[src/rtl/program_counter_stack.sv]
// SAP-1 program counter with a call/return stack and sticky overflow/underflow flag.
// pc/sp/flags update on the CLK edge; bus_out is combinational from pc and Ep; there is no backpressure, and one command executes per edge.
module program_counter_stack #(
  parameter int                ADDR_W      = 4,
  parameter int                STACK_DEPTH = 4,
  parameter logic [ADDR_W-1:0] RESET_ADDR  = '0,
  localparam int               SP_W        = $clog2(STACK_DEPTH + 1)
) (
  input  logic              CLK,
  input  logic              CLR,
  input  logic              Cp,
  input  logic              Ej,
  input  logic              Ecall,
  input  logic              Eret,
  input  logic              Ep,
  input  logic [ADDR_W-1:0] Addr,
  output logic [ADDR_W-1:0] bus_out,
  output logic [ADDR_W-1:0] pc,
  output logic [SP_W-1:0]   sp,
  output logic              stack_full,
  output logic              stack_empty,
  output logic              stack_err
);

  localparam int IDX_W = (STACK_DEPTH > 1) ? $clog2(STACK_DEPTH) : 1;

  logic [ADDR_W-1:0] stack [STACK_DEPTH];
  logic [ADDR_W-1:0] pc_inc;
  logic [IDX_W-1:0]  push_idx;
  logic [IDX_W-1:0]  pop_idx;

  assign pc_inc      = pc + ADDR_W'(1);
  assign stack_full  = (sp == SP_W'(STACK_DEPTH));
  assign stack_empty = (sp == '0);
  assign bus_out     = Ep ? pc : '0;

  // Indices are only used when the push/pop is legal, so truncation is safe.
  assign push_idx = IDX_W'(sp);
  assign pop_idx  = IDX_W'(sp - SP_W'(1));

  always_ff @(posedge CLK or posedge CLR) begin
    if (CLR) begin
      pc        <= RESET_ADDR;
      sp        <= '0;
      stack_err <= 1'b0;
      for (int i = 0; i < STACK_DEPTH; i++) begin
        stack[i] <= '0;
      end
    end else if (Eret) begin
      if (stack_empty) begin
        stack_err <= 1'b1;
      end else begin
        pc <= stack[pop_idx];
        sp <= sp - SP_W'(1);
      end
    end else if (Ecall) begin
      if (stack_full) begin
        stack_err <= 1'b1;
      end else begin
        stack[push_idx] <= pc_inc;
        sp              <= sp + SP_W'(1);
        pc              <= Addr;
      end
    end else if (Ej) begin
      pc <= Addr;
    end else if (Cp) begin
      pc <= pc_inc;
    end
  end

endmodule

[config.mk]
export PLATFORM = sky130hd
export DESIGN_NAME = program_counter_stack
export DESIGN_NICKNAME = d
export VERILOG_FILES = /design/src/rtl/program_counter_stack.sv
export SDC_FILE = /design/constraint.sdc
export NUM_CORES = 1
export LEC_CHECK = 0
export CORE_MARGIN = 4
export CORE_UTILIZATION = 26
export DETAILED_ROUTE_END_ITERATION = 6
export GPL_TIMING_DRIVEN = 0
export SYNTH_ARGS = -nofsm -noshare
export SYNTH_HDL_FRONTEND = slang
export SYNTH_SLANG_ARGS = --single-unit
[constraint.sdc]
create_clock -name CLK -period 1.89 [get_ports CLK]
set_clock_uncertainty 0.1 [all_clocks]
set_input_delay 0.189 -clock CLK [delete_from_list [all_inputs] [get_ports CLK]]
set_output_delay 0.189 -clock CLK [all_outputs]
set_load 0.02 [all_outputs]
==> results.md <==
* Status: complete, no violations
* Vias in the first global route at 1,026
* Min Clock Period, post-route at 1.82 ns
* DRC Markers at 0
* RSZ-0062 raised after global routing: false
* Setup TNS at 0 ns
* Crit path arrival time at 1.54 ns
* Total die area at 6360 um2
* Clk_lat worst skew at 0.26 ns
* Slew headroom at 37.6%
* Fmax at 0.548 GHz
* Max-cap violations at 0
* Congestion Overflow GR at 0
* Worst-margin pin slew at 0.934 ns
* P_leak at approximately 0.75 nW
* Maximum VDD drop at 0.000539 V
* Worst setup path class: reg2out
* Sw frac at approximately two fifths
* Synthesized area per cell at 10.7 um2
* Clk root buf: clkbuf_8
* CP endpoint kind: output pin
* Layout area overhead at 32.7%
* Largest net degree at the start of global routing at 25
* Mapped Nets at 142
* DP Worst Slack at -0.269 ns
* Syn Inst Count at 125
* Logic pwr share at 56.1%
* Vias per cell at 4.55
* Final worst slack at 0.0655 ns
* Die height at around 80 um
* Antenna violations before repair at 0
* DR pass1 iterations at 4
* Hold_buf cts at 0
* CTS tree: built
* # IOs at 25
* Layout cell share with drive strength beyond 1 at between 20% and 30%
* Final Cycle Share at between 90 and 100%
* Post-layout nets at about 170
* Max-slew violation count at 0
* Placed wire-length estimate at 2.37 mm
* Seq/Total Area, Yosys at between 40% and 50%
* PD cells at between 1500 and 2000 nW/um2
* Most frequent cells in the layout: clkdlybuf4s50_1 (22), dfrtp_1 (21), nand2_1 (18), o21ai_0 (12)
* Final Power at 2.94 mW
* First-pass GRT wire length at 5.33 mm
* GP Congestion at between 0.8 and 0.9
* Post-DRT Antenna Nets at 0
* Post-synth EDFFs at 0
* Inserted Clock Buffers at 3
* CP Max Fanout at 6
* Unique masters post-synth at 36
* Critical path startpoint category: register
* Diodes inserted at 0
* FP Rows at 25
* Die width at 79.7 um
* Int Power at 1.77 mW
* Data required time of the critical path at 1.60 ns
* Flop pwr share at 32.1%
* Core box area at 4850 um2
* Main synth FF type: dfrtp_1
* Clock Power Share at 11.8%
* Final Setup Violations at 0
* Hold Path Class: in2async
* Worst-path clk slew at 0.09 ns
* First-iteration detailed-routing DRC count at 60
* Buffers added on ports at 24
* Net Switching at 1.17 mW
* Initial Utilization at 27.6%
* FF+latch count, synth at 24
* DR vias at ~1,000
* Mean routed wirelength per cell at ~14 um
* H-tree depth at 1
* Final Hold Viols at 0
* Drt total wl at 3.13 mm
* Most common cell after layout, fill and taps aside: clkdlybuf4s50_1
* Synthesized area at 1340 um2
* Async set-reset flop share out of synthesis at 100%
* GRT Util Overall at 10.7%
* Synth Warn # at 0
* Clock Sinks at 24
* Max clock buf depth at 2
-- sequential cells by signal, summed over array words and instances (netlist names) --
register and flops:
stack_err 1, stack 16, sp 3, pc 4
-- stage by stage --
step	cells	instance area (um2)	utilization, %	hold slack, ns
floorplan	125	1370	-	0.103
global placement	216	1700	35.0	0.356
detailed placement	216	1700	35.0	0.367
CTS	222	1760	36.4	0.365
global route	223	1780	36.6	0.411
finish	223	1780	36.6	0.332
-- power groups by stage --
stage               sequential (mW)  combinational, mW  clock [mW]
detailed placement            0.966               1.61           0
global route                  0.981               1.79       0.386
finish                        0.943               1.65       0.348
floorplan                      1.01               1.02           0
global placement              0.943               1.57           0
CTS                           0.946               1.65       0.359
-- Yosys cell counts, types with 2 or more instances --
| cell type | n | area, um2 |
|---|---|---|
| dfrtp_1 | 24 | 601 |
| nand2_1 | 18 | 67.6 |
| o21ai_0 | 12 | 60.1 |
| ha_1 | 6 | 75.1 |
| nor2_1 | 6 | 22.5 |
| a21oi_1 | 5 | 25.0 |
| inv_1 | 5 | 18.8 |
| mux2_2 | 5 | 56.3 |
| nand3_1 | 5 | 25.0 |
| and2_1 | 4 | 25.0 |
| mux4_2 | 4 | 90.1 |
| a311oi_1 | 2 | 17.5 |
| and2b_4 | 2 | 20.0 |
| buf_2 | 2 | 10.0 |
| o21ai_1 | 2 | 10.0 |
| xnor2_1 | 2 | 17.5 |
| xor2_1 | 2 | 17.5 |
-- metal layers --
| metal | wire, um | GRT usage [%] | up-vias | part of all wire [%] |
|---|---|---|---|---|
| met1 | 1520 | 15.1 | 489 | 49 |
| met2 | 1480 | 16.7 | 16 | 47 |
| met3 | 129 | 2.71 | 2 | 4.1 |
| met4 | 4 | 1.55 | 0 | 0.13 |
| met5 | 0 | 0 | - | 0 |
| li1 | - | - | 507 | - |
-- worst max-delay path, cell delays in order, from the launching register on --
cell	delay, ns
dfrtp_2	0.42
buf_6	0.12
inv_2	0.10
ha_4	0.19
nand2_4	0.08
inv_4	0.07
clkdlybuf4s15_1	0.30
-- worst paths after layout --
| kind | start | end | slack (ns) | cells past startpoint |
|---|---|---|---|---|
| setup / recovery | sp[0] | stack_full | 0.07 | 6 |
| hold / removal | CLR | stack[6] | 0.33 | 2 |
| setup reg to reg | sp[0] | pc[0] | 0.08 | 8 |
| hold reg to reg | stack[10] | stack[10] | 0.39 | 2 |
| max in group asynchronous | CLR | pc[0] | 0.73 | 2 |
| min in group CLK | stack[10] | stack[10] | 0.39 | 2 |
-- layout make-up --
cell class	count	area [um2]
Buffer	4	35.0
Clock buffer	4	55.1
Fill cell	488	3070
Inverter	6	25.0
Multi-Input combinational cell	91	714
Sequential cell	24	604
Tap cell	67	83.8
Timing Repair Buffer	27	258
-- repair_timing --
action	CTS	global route
endpoints found under the setup margin	4	4
resized for setup	6	4
pin swaps	2	1
setup buffers	2	1
-- kinds of logic (layout without fill, tap and decap cells) --
group,Yosys count,count (layout),share of synthesized area [%]
adder cells (fa/ha/maj),6,6,5.61
flip-flops,24,24,44.9
XOR/XNOR,4,4,2.62
AO/OA/AOI/OAI,30,30,16.3
buffers and inverters,10,41,3.84
multiplexers,10,10,11.7
AND/OR/NAND/NOR,41,41,15.1
(Power assumes the default switching activity.)
